--- src/rtl/ssp_pkg.sv ---
// Shared types and constants for the SSP transmit/receive arbitration blocks.
package ssp_pkg;

    localparam int SSP_BYTE_W        = 8;
    localparam int DEFAULT_BURST_LEN = 4;

    typedef enum logic {
        ARB_S,
        XFER_S
    } arb_state_e;

    // Modulo increment used to advance a round-robin pointer past the last grant.
    function automatic int wrap_inc(input int value, input int modulus);
        return (value + 1) % modulus;
    endfunction

endpackage

--- src/rtl/rr_pick.sv ---
// Combinational round-robin finder: first set bit of req scanning from ptr upward, wrapping.
module rr_pick #(
    parameter int NUM_REQ = 4,
    parameter int IDX_W   = $clog2(NUM_REQ)
) (
    input  logic [NUM_REQ-1:0] req,
    input  logic [IDX_W-1:0]   ptr,
    output logic [IDX_W-1:0]   idx,
    output logic               found
);

    logic [IDX_W-1:0] pos;

    // Scan from the farthest offset back to ptr so the closest hit is written last.
    always_comb begin
        // NOTE: every output of a combinational block gets a default first so no latch is inferred.
        idx   = '0;
        found = 1'b0;
        pos   = '0;
        for (int i = NUM_REQ - 1; i >= 0; i--) begin
            pos = IDX_W'((int'(ptr) + i) % NUM_REQ);
            if (req[pos]) begin
                idx   = pos;
                found = 1'b1;
            end
        end
    end

endmodule

--- src/rtl/ssp_tx_arbiter.sv ---
// Round-robin arbiter sharing one SSP transmit FIFO port among NUM_REQ byte producers.
// Define SSP_TX_ARB_PRIO_EN to give requester 0 strict priority over the round-robin.
module ssp_tx_arbiter
    import ssp_pkg::*;
#(
    parameter int NUM_REQ   = 4,
    parameter int BURST_LEN = DEFAULT_BURST_LEN,
    parameter int IDX_W     = $clog2(NUM_REQ)
) (
    input  logic                             clk_i,
    input  logic                             rst_ni,
    input  logic [NUM_REQ-1:0]               req_i,
    input  logic [SSP_BYTE_W*NUM_REQ-1:0]    data_i,
    input  logic [NUM_REQ-1:0]               last_i,
    output logic [NUM_REQ-1:0]               ack_o,
    output logic                             gnt_vld_o,
    output logic [IDX_W-1:0]                 gnt_idx_o,
    output logic                             do_write,
    output logic [SSP_BYTE_W-1:0]            tx_d,
    input  logic                             tx_full
);

    localparam int              BEAT_W    = $clog2(BURST_LEN + 1);
    localparam logic [BEAT_W-1:0] LAST_BEAT = BEAT_W'(BURST_LEN - 1);

    arb_state_e       state_q, state_d;
    logic [IDX_W-1:0] rr_ptr_q, rr_ptr_d;
    logic [IDX_W-1:0] gnt_idx_q, gnt_idx_d;
    logic             gnt_vld_q, gnt_vld_d;
    logic [BEAT_W-1:0] beat_cnt_q, beat_cnt_d;

    logic [SSP_BYTE_W-1:0] data_arr [NUM_REQ];
    logic [IDX_W-1:0]      pick_idx;
    logic                  pick_found;
    logic                  prio_hit;
    logic                  ptr_hold;
    logic                  write;
    logic                  burst_end;

    for (genvar n = 0; n < NUM_REQ; n++) begin : g_unpack
        assign data_arr[n] = data_i[n*SSP_BYTE_W +: SSP_BYTE_W];
    end

    rr_pick #(
        .NUM_REQ (NUM_REQ),
        .IDX_W   (IDX_W)
    ) u_rr_pick (
        .req   (req_i),
        .ptr   (rr_ptr_q),
        .idx   (pick_idx),
        .found (pick_found)
    );

`ifdef SSP_TX_ARB_PRIO_EN
    // Requester 0 pre-empts the rotation and its bursts leave the pointer untouched.
    assign prio_hit = req_i[0];
    assign ptr_hold = (gnt_idx_q == '0);
`else
    assign prio_hit = 1'b0;
    assign ptr_hold = 1'b0;
`endif

    always_comb begin
        state_d    = state_q;
        rr_ptr_d   = rr_ptr_q;
        gnt_idx_d  = gnt_idx_q;
        gnt_vld_d  = gnt_vld_q;
        beat_cnt_d = beat_cnt_q;
        write      = 1'b0;
        burst_end  = 1'b0;
        tx_d       = '0;

        case (state_q)
            ARB_S: begin
                if (pick_found) begin
                    gnt_idx_d  = prio_hit ? '0 : pick_idx;
                    gnt_vld_d  = 1'b1;
                    beat_cnt_d = '0;
                    state_d    = XFER_S;
                end
            end

            XFER_S: begin
                tx_d  = data_arr[gnt_idx_q];
                write = req_i[gnt_idx_q] && !tx_full;
                // A withdrawn request ends the burst; a full FIFO only stalls it.
                burst_end = !req_i[gnt_idx_q]
                          || (write && (last_i[gnt_idx_q] || beat_cnt_q == LAST_BEAT));
                if (burst_end) begin
                    state_d   = ARB_S;
                    gnt_vld_d = 1'b0;
                    if (!ptr_hold) begin
                        rr_ptr_d = IDX_W'(wrap_inc(int'(gnt_idx_q), NUM_REQ));
                    end
                end else if (write) begin
                    beat_cnt_d = beat_cnt_q + 1'b1;
                end
            end

            default: begin
                state_d = ARB_S;
            end
        endcase
    end

    assign do_write  = write;
    assign ack_o     = NUM_REQ'(write) << gnt_idx_q;
    assign gnt_vld_o = gnt_vld_q;
    assign gnt_idx_o = gnt_idx_q;

    always_ff @(posedge clk_i or negedge rst_ni) begin
        if (!rst_ni) begin
            state_q    <= ARB_S;
            rr_ptr_q   <= '0;
            gnt_idx_q  <= '0;
            gnt_vld_q  <= 1'b0;
            beat_cnt_q <= '0;
        end else begin
            // NOTE: registers use non-blocking assignments so every flop samples pre-edge values.
            state_q    <= state_d;
            rr_ptr_q   <= rr_ptr_d;
            gnt_idx_q  <= gnt_idx_d;
            gnt_vld_q  <= gnt_vld_d;
            beat_cnt_q <= beat_cnt_d;
        end
    end

    a_ack_onehot: assert property (@(posedge clk_i) disable iff (!rst_ni) $onehot0(ack_o));
    a_ack_write:  assert property (@(posedge clk_i) disable iff (!rst_ni) (|ack_o) == do_write);

endmodule
--- config.mk ---
export PLATFORM = sky130hd
export DESIGN_NAME = ssp_tx_arbiter
export DESIGN_NICKNAME = d
export VERILOG_FILES = /design/src/rtl/ssp_pkg.sv /design/src/rtl/rr_pick.sv /design/src/rtl/ssp_tx_arbiter.sv
export SDC_FILE = /design/constraint.sdc
export NUM_CORES = 1
export LEC_CHECK = 0
export BUFFER_PORTS_ARGS = -buffer_cell sky130_fd_sc_hd__buf_4
export CAP_MARGIN = 15
export CORE_ASPECT_RATIO = 1.25
export CORE_MARGIN = 4
export CORE_UTILIZATION = 40
export CTS_CLUSTER_SIZE = 40
export DETAILED_ROUTE_END_ITERATION = 10
export PLACE_DENSITY = 0.76
export SLEW_MARGIN = 20
export SYNTH_ARGS = -nofsm -noshare
export SYNTH_HDL_FRONTEND = slang
export SYNTH_HIERARCHICAL = 1
export SYNTH_SLANG_ARGS = --single-unit
--- constraint.sdc ---
create_clock -name clk_i -period 3.3 [get_ports clk_i]
set_input_delay 0.33 -clock clk_i [delete_from_list [all_inputs] [get_ports clk_i]]
set_output_delay 0.33 -clock clk_i [all_outputs]
set_load 0.01 [all_outputs]
==> results of run 1 <==
## repair_timing
item	CTS	global route
hold buffers	1	0
endpoints found under the hold margin	9	0
setup endpoints to repair	0	0
## synth_stat cells, drive strengths merged
| cell type | count | area share (%) |
|---|---|---|
| and2 | 8 | 5.4 |
| xor2 | 1 | 0.94 |
| o211ai | 3 | 2.4 |
| o21ai | 1 | 0.54 |
| nand2b | 4 | 2.7 |
| o21a | 2 | 1.6 |
| or3 | 1 | 0.67 |
| a31oi | 1 | 0.67 |
| or4b | 1 | 1.1 |
| a21oi | 1 | 0.54 |
| buf | 4 | 3.1 |
| and2b | 1 | 0.81 |
| inv | 4 | 1.6 |
| clkbuf | 1 | 0.40 |
| dfrtp | 9 | 24 |
| nor2b | 2 | 1.3 |
| nor2 | 9 | 3.6 |
| mux2i | 5 | 6.7 |
| nand4 | 2 | 1.3 |
| ha | 2 | 2.7 |
| a22oi | 2 | 3.6 |
| mux2 | 3 | 4.8 |
| nand2 | 8 | 3.2 |
| a211oi | 2 | 2.2 |
| nor3b | 2 | 1.6 |
| or4 | 1 | 0.81 |
| mux4 | 8 | 19 |
| nand3 | 2 | 1.1 |
| nand3b | 1 | 0.81 |
## worst paths after layout
kind	from	end	slack, ns	depth (start not counted)
hold reg to reg	gnt_vld_o	gnt_vld_o	0.51	1
min in group asynchronous	rst_ni	state_q	0.42	2
setup / recovery	gnt_idx_o[0]	tx_d[4]	0.98	3
setup reg to reg	gnt_idx_o[1]	rr_ptr_q[1]	1.30	4
hold / removal	tx_full	beat_cnt_q[0]	0.34	3
max in group asynchronous	rst_ni	rr_ptr_q[1]	2.73	2
## sequential cells by signal (all words and copies together), names as in the netlist
signal      flops
beat_cnt_q      3
gnt_idx_o       2
rr_ptr_q        2
gnt_vld_o       1
state_q         1
## worst min-delay path: cells and delay by family
kind / cells / cell delay (ns)
buf+inv: 1 / 0.08
simple gates: 1 / 0.08
compound gates: 1 / 0.08
## per-layer routing
metal,part of all wire (%),up-vias,GRT usage [%],wire length (um)
li1,-,453,-,-
met5,0,-,0,0
met3,8.9,2,5.728,230
met4,0.54,0,4.615,14
met1,37,430,20.15,964
met2,53,34,27.99,1362
## cells by family (layout without fill, tap and decap cells)
kind of cell | after synthesis | after routing | synth area share [%]
and+or+nand+nor | 42 | 42 | 24.50
DFF | 9 | 9 | 24.23
AOI/OAI and AO/OA | 12 | 12 | 11.57
buffers and inverters | 9 | 67 | 5.114
adders and majority gates | 2 | 2 | 2.691
muxes | 16 | 16 | 30.95
xor gates and xnor gates | 1 | 1 | 0.9423
## final cells by class
class | instances | area, um^2 | area share, %
clock buffers | 3 | 22.52 | 1.599
clock inverters | 1 | 5.005 | 0.3552
repair buffers | 59 | 445.4 | 31.62
multi-input cells | 73 | 656.9 | 46.63
inverters | 4 | 15.01 | 1.066
well taps | 31 | 38.79 | 2.753
flip-flops and latches | 9 | 225.2 | 15.99
## metrics by stage
step | util [%] | hold WS (ns) | power, uW | instance area [um^2]
after floorplan | - | 0.03441 | 724.4 | 929.6
after global placement | 62.03 | 0.1605 | 922.6 | 1371
after detailed placement | 62.03 | 0.1619 | 939.9 | 1371
after CTS | 63.72 | 0.3388 | 1030 | 1409
after global routing | 63.72 | 0.3638 | 1111 | 1409
final | 63.72 | 0.3388 | 1017 | 1409
## power by group through the flow
stage | registers [uW] | logic, uW | clock network [uW]
after global placement | 292 | 630 | 0
after floorplan | 208 | 516 | 0
after CTS | 293 | 648 | 89.1
after detailed placement | 295 | 644 | 0
after global routing | 313 | 701 | 97.3
final | 290 | 642 | 85.5
==> impl_metrics.tcl, run 1 <==
set metrics [dict create \
    status "finished clean" \
    finalSetupViolCount 0 \
    postCtsSetupBuffers 0 \
    cp_top_family "flip-flops" \
    setup.worst_path.class "reg2out" \
    synthesis.nets 136 \
    p_per_area_mw_per_mm2 722.0 \
    ctsResizeCount 0 \
    synth_seq_cells 9 \
    dp.cells 175 \
    cts.path.max_buffers 2 \
    vias 919 \
    ys_types 34 \
    end_kind "primary output" \
    fin_ws_ns 0.9768 \
    maxCapViolCount 0 \
    cts_buffers 3 \
    slew_headroom_pct 48.80 \
    fin_crit_sh_pct 70.40 \
    first_iter_violations 16 \
    syn-mean-instance-area_um2 10.22 \
    wl_per_cell_um 14.28 \
    cts.sinks 9 \
    min_path_type "in2reg" \
    gr-total-overflow 0 \
    die_area_mm2 0.003164 \
    worst_ir_drop_vdd_v 0.0005184 \
    first_pass_iters 5 \
    layout.cells.most_common "buf_4" \
    power_frac_clock_pct 8.4 \
    switching_share_pct 41.51 \
    drc 0 \
    insertion_delay_ns 0.26 \
    worstMarginPinSlew_ns 0.7680 \
    cts.htree.levels 1 \
    slowest_delay_ns 0.84 \
    grt_pass1_vias 856 \
    yosysSeqAreaShare_pct 24.23 \
    setup_tns_ns 0 \
    start_util_pct 42.05 \
    grtUsageTotal_pct 16.54 \
    root_buffer "clkbuf_4" \
    io_buffer_count 58 \
    fill_cells 187 \
    hold_violations 0 \
    crit_path_start_kind "flip-flop" \
    clock_skew_ns 0.008073 \
    cts_tree "yes" \
    die_y_um 61.90 \
    final_cell_mix "buf_4 (58), nor2_1 (9), dfrtp_1 (9)" \
    grt_pass1_wl_mm 3.905 \
    nets 195 \
    path_cells "mux4_2 > and2_1 > buf_4" \
    syn2layout_area_growth_pct 51.55 \
    wl_mm 2.571 \
    critPathSlowestCell "dfrtp_1" \
    p_leak_uw 0.0006818 \
    pre_cts_ws_ns 1.221 \
    fmax_mhz 430.4 \
    switchingPower_uw 422.2 \
    cp.arrival_ns 1.99 \
    clkTransAtPathRegs_ns 0.07 \
    slew_violations 0 \
    min_period_ns 2.323 \
    pwr-share-seq_pct 28.5 \
    dp_hpwl_mm 2.121 \
    drive_gt1_share_pct 51.68 \
    syn-cell-area_um2 929.6 \
    routabilityCongestion 0.6944 \
    die_w_um 51.12 \
    core_mm2 0.002211 \
    crit_buf_inv 1 \
    grt_max_degree 18 \
    viasPerCell 5.106 \
    rows 19 \
    fin_cells 180 \
    internal_power_uw 594.9 \
    path_max_fanout 17 \
    combPwrFrac_pct 63.1 \
    synth_cells 91 \
    insertedDiodeCount 0 \
    antenna_left 0 \
    cp.required_ns 2.97 \
    ioPinCount 59 \
    antenna_found_initial 0 \
    ys_warn_count 6 \
    rsz0062_at_grt "false" \
]
(Power assumes the default switching activity.)
==> run 2: changes to the inputs <==
==> constraint.sdc (replaced) <==
create_clock -name clk_i -period 2.2 [get_ports clk_i]
set_input_delay 0.22 -clock clk_i [delete_from_list [all_inputs] [get_ports clk_i]]
set_output_delay 0.22 -clock clk_i [all_outputs]
set_load 0.01 [all_outputs]
==> run 2 against run 1 <==
  * Critical path depth rose by 1
  * Die area did not move
  * Global-route usage rose by 1.3 points
  * Worst hold slack got worse by 0.098 ns
  * Sequential share of layout area fell by 0.24 points
  * Final area rose by 1.5%
  * Routed wire length rose by 11%
  * First-iteration DRC count rose by 13%
  * Critical path type unchanged
  * Critical endpoint is now tx_d[3]
==> impl_metrics.tcl, run 2 (same netlist as run 1, synthesis figures left out) <==
set metrics [dict create \
    status "finished clean" \
    fmax_mhz 506.8 \
    worstMarginPinSlew_ns 0.4765 \
    fin_ws_ns 0.2268 \
    cts.htree.levels 1 \
    slowest_delay_ns 0.64 \
    viasPerCell 5.219 \
    p_leak_uw 0.0006937 \
    routabilityCongestion 0.8129 \
    insertedDiodeCount 0 \
    antenna_found_initial 0 \
    hold_slack_ns 0.2410 \
    first_iter_violations 18 \
    cts_tree "yes" \
    start_util_pct 42.05 \
    fill_cells 191 \
    setup_tns_ns 0 \
    combPwrFrac_pct 71.0 \
    rrSetupSlack_ns 0.38 \
    fin_crit_sh_pct 89.69 \
    cp.required_ns 1.98 \
    setup.worst_path.class "reg2out" \
    grt_pass1_wl_mm 4.119 \
    power_uw 1590 \
    pwr-share-seq_pct 20.3 \
    dp_hpwl_mm 2.304 \
    min_path_type "in2reg" \
    crit_buf_inv 2 \
    final_cell_mix "buf_4 (61), nor2_1 (9), dfrtp_1 (9)" \
    drc 0 \
    grtUsageTotal_pct 17.86 \
    path_max_fanout 12 \
    largest_reg_flops 3 \
    nets 198 \
    postCtsSetupBuffers 0 \
    drive_gt1_share_pct 51.97 \
    die_w_um 51.12 \
    hold_violations 0 \
    worst_ir_drop_vdd_v 0.0008208 \
    r2r-end "rr_ptr_q[1]" \
    finalSetupViolCount 0 \
    power_frac_clock_pct 8.6 \
    p_per_area_mw_per_mm2 1112 \
    grt_pass1_vias 920 \
    maxCapViolCount 0 \
    antenna_left 0 \
    grt_max_degree 18 \
    min_period_ns 1.973 \
    crit_path_start_kind "flip-flop" \
    wl_mm 2.850 \
    first_pass_iters 4 \
    core_mm2 0.002211 \
    rows 19 \
    r2r_cells 4 \
    holdCritStartpoint "req_i[0]" \
    cp_top_family "flip-flops" \
    cp_common_cell "buf_4" \
    wl_per_cell_um 15.57 \
    slew_violations 0 \
    syn2layout_area_growth_pct 53.84 \
    root_buffer "clkbuf_4" \
    top_register "beat_cnt_q" \
    cts.sinks 9 \
    switching_share_pct 41.60 \
    rsz0062_at_grt "false" \
    die_area_mm2 0.003164 \
    path_depth 4 \
    insertion_delay_ns 0.27 \
    internal_power_uw 928.8 \
    ioPinCount 59 \
    layout.cells.most_common "buf_4" \
    cp-startpoint "gnt_idx_o[1]" \
    cts_buffers 3 \
    vias 955 \
    io_buffer_count 58 \
    switchingPower_uw 661.5 \
    cts.path.max_buffers 2 \
    gr-total-overflow 0 \
    rr_startpoint "gnt_idx_o[1]" \
    path_cells "buf_4 > mux4_2 > and2_1 > buf_4" \
    cp.arrival_ns 1.75 \
    die_y_um 61.90 \
    clkTransAtPathRegs_ns 0.07 \
    slew_headroom_pct 68.23 \
    crit_path_end "tx_d[3]" \
    critPathSlowestCell "dfrtp_1" \
    end_kind "primary output" \
    clock_skew_ns 0.0006505 \
    pre_cts_ws_ns 0.3841 \
]
==> run 2: cell types whose count changed in the layout (fill, tap and decap cells not counted), sizes merged <==
cell,change
clkbuf,+1
buf,+3
clkinv,-1
==> run 2: layer usage <==
layer	part of all wire, %	GRT usage, %	up-vias
met5	0	0	-
met4	1.3	7.692	0
met3	8.0	3.819	5
met2	54	33.70	49
met1	37	19.37	443
li1	-	-	458
==> run 2: worst min path at each step <==
stage,end,cells past startpoint
floorplan,beat_cnt_q[0],0
global placement,gnt_idx_o[1],1
detailed placement,gnt_idx_o[1],1
CTS,gnt_idx_o[0],4
global route,beat_cnt_q[0],3
finish,gnt_idx_o[0],4
==> run 2: layout make-up <==
class / instances / area [um^2] / area share [%]
well taps: 31 / 38.79 / 2.712
repair buffers: 62 / 467.9 / 32.72
multi-input cells: 73 / 656.9 / 45.93
inverters: 4 / 15.01 / 1.050
clock buffers: 4 / 26.28 / 1.837
flip-flops and latches: 9 / 225.2 / 15.75
==> run 2: worst register-to-register path, delay by kind of cell (launching register included) <==
| family | cells | cell delay (ns) |
|---|---|---|
| mux | 3 | 0.93 |
| flops | 1 | 0.64 |
| compound gates | 1 | 0.14 |
==> run 2: stage by stage <==
step / area (um^2) / cells / utilization (%)
3_5_place_dp: 1394 / 178 / 63.04
3_3_place_gp: 1394 / 178 / 63.04
6_report: 1430 / 183 / 64.69
2_1_floorplan: 929.6 / 91 / -
4_1_cts: 1430 / 183 / 64.69
5_1_grt: 1430 / 183 / 64.69
==> run 2: what timing repair did <==
action | CTS | global route
endpoints found under the hold margin | 9 | 0
gates resized for setup | 0 | 0
hold buffers | 1 | 0
==> run 2: power by group through the flow <==
stage                     Combinational (uW)  Clock, uW  Sequential, uW
final                                   1130        138             323
after floorplan                          774          0             312
after global routing                    1220        144             334
after global placement                  1110          0             320
after detailed placement                1140          0             326
after CTS                               1140        138             324
==> run 3: changes to the inputs <==
--- a/config.mk
+++ b/config.mk
@@ -12,7 +12,9 @@
 export CORE_UTILIZATION = 40
 export CTS_CLUSTER_SIZE = 40
 export DETAILED_ROUTE_END_ITERATION = 10
+export MAX_ROUTING_LAYER = met4
 export PLACE_DENSITY = 0.76
+export SKIP_LAST_GASP = 1
 export SLEW_MARGIN = 20
 export SYNTH_ARGS = -nofsm -noshare
 export SYNTH_HDL_FRONTEND = slang
==> constraint.sdc (replaced) <==
create_clock -name clk_i -period 2.55 [get_ports clk_i]
set_input_delay 0.255 -clock clk_i [delete_from_list [all_inputs] [get_ports clk_i]]
set_output_delay 0.255 -clock clk_i [all_outputs]
set_load 0.01 [all_outputs]
==> run 3 against run 2 <==
  * Utilization is 0.34 points lower
  * Highest routed layer unchanged
  * Clock skew increased by 0.0031 ns
  * Routed wire length fell by 1.8%
==> impl_metrics.tcl, run 3 (same netlist as run 1, synthesis figures left out) <==
set metrics [dict create \
    postCtsHoldBufs 1 \
    rsz0062_at_grt "false" \
    end_kind "primary output" \
    p_per_area_mw_per_mm2 952.4 \
    path_max_fanout 10 \
    gr-total-overflow 0 \
    postCtsSetupBuffers 0 \
    setup_tns_ns 0 \
    grt_pass1_wl_mm 4.257 \
    ctsResizeCount 0 \
    grtUsageTotal_pct 19.20 \
    cp.arrival_ns 1.81 \
    slew_violations 0 \
    fill_cells 193 \
    met2_length_mm 1.539 \
    insertion_delay_ns 0.28 \
    fmax_mhz 485.4 \
    worstMarginPinSlew_ns 0.5072 \
    viasPerCell 5.236 \
    clkTransAtPathRegs_ns 0.07 \
    start_util_pct 42.05 \
    wl_met1_um 991 \
    hold_slack_ns 0.2476 \
    io_buffer_count 58 \
    status "finished clean" \
    met3WireLength_um 220 \
    drc 0 \
    first_pass_iters 4 \
    fin_crit_sh_pct 80.79 \
    antenna_left 0 \
    cts.htree.levels 1 \
    multi_input_area_um2 656.9 \
    clock_skew_ns 0.003739 \
    drive_gt1_share_pct 51.66 \
    wl_mm 2.800 \
    antenna_found_initial 0 \
    vias 953 \
    rows 19 \
    worst_ir_drop_vdd_v 0.0005453 \
    top_layer_used "met4" \
    grt_max_degree 18 \
    die_y_um 61.90 \
    combPwrFrac_pct 66.4 \
    hold_violations 0 \
    routabilityCongestion 0.7786 \
    internal_power_uw 789.4 \
    cts_tree "yes" \
    switching_share_pct 41.73 \
    finalSetupViolCount 0 \
    nets 197 \
    ff_latch_area_um2 225.2 \
    insertedDiodeCount 0 \
    cts.sinks 9 \
    layout.cells.most_common "buf_4" \
    fin_cells 182 \
    power_frac_clock_pct 9.2 \
    cp.required_ns 2.30 \
    dp_hpwl_mm 2.323 \
    die_area_mm2 0.003164 \
    final_cell_mix "buf_4 (60), nor2_1 (9), dfrtp_1 (9)" \
    cts.path.max_buffers 2 \
    pwr-share-seq_pct 24.4 \
    slew_headroom_pct 66.18 \
    syn2layout_area_growth_pct 53.03 \
    die_w_um 51.12 \
    min_path_type "in2reg" \
    maxCapViolCount 0 \
    first_iter_violations 7 \
    ioPinCount 59 \
    setup.worst_path.class "reg2out" \
    largest_reg_flops 3 \
    fin_util_pct 64.35 \
    wl_per_cell_um 15.38 \
    core_mm2 0.002211 \
    p_leak_uw 0.0006890 \
    dp.cells 177 \
    crit_path_start_kind "flip-flop" \
    switchingPower_uw 565.4 \
    top_register "beat_cnt_q" \
    min_period_ns 2.060 \
    cts_buffers 3 \
    root_buffer "clkbuf_4" \
    grt_pass1_vias 965 \
]
-- run 3: cell type report --
| type | instances | share of cell area (%) |
|---|---|---|
| multi-input cells | 73 | 46.17 |
| well taps | 31 | 2.726 |
| repair buffers | 61 | 32.37 |
| inverters | 4 | 1.055 |
| clock buffers | 4 | 1.847 |
| flip-flops and latches | 9 | 15.83 |
-- run 3: worst paths after layout --
path	slack (ns)	startpoint	end	cells past startpoint
max reg2reg	0.65	gnt_idx_o[0]	rr_ptr_q[1]	5
min reg2reg	0.51	gnt_vld_o	gnt_vld_o	1
min in group asynchronous	0.34	rst_ni	beat_cnt_q[1]	2
min	0.25	tx_full	beat_cnt_q[0]	3
max	0.49	gnt_idx_o[0]	tx_d[7]	3
max in group asynchronous	2.07	rst_ni	rr_ptr_q[0]	2
-- run 3: power groups by stage --
stage	registers [uW]	clock network (uW)	logic, uW
final	331	125	899
after global routing	355	134	980
after floorplan	270	0	668
after detailed placement	338	0	898
after global placement	335	0	878
after CTS	335	125	902
-- run 3: routing by layer --
layer | vias to the layer above | track usage [%]
met5 | - | -
met4 | 0 | 9.231
met3 | 5 | 4.773
met2 | 37 | 35.17
met1 | 456 | 19.13
li1 | 455 | -
-- run 3: metrics by stage --
stage,area (um^2),power (uW),setup WS [ns]
2_1_floorplan,929.6,937.4,0.7964
5_1_grt,1423,1469,0.3262
4_1_cts,1423,1362,0.4537
3_3_place_gp,1386,1213,0.6702
6_report,1423,1355,0.4898
3_5_place_dp,1386,1236,0.6379
-- run 3: worst max-delay path: stages, from the launching register on --
cell	delay [ns]
dfrtp_1	0.66
mux4_2	0.56
and2_1	0.16
buf_4	0.14
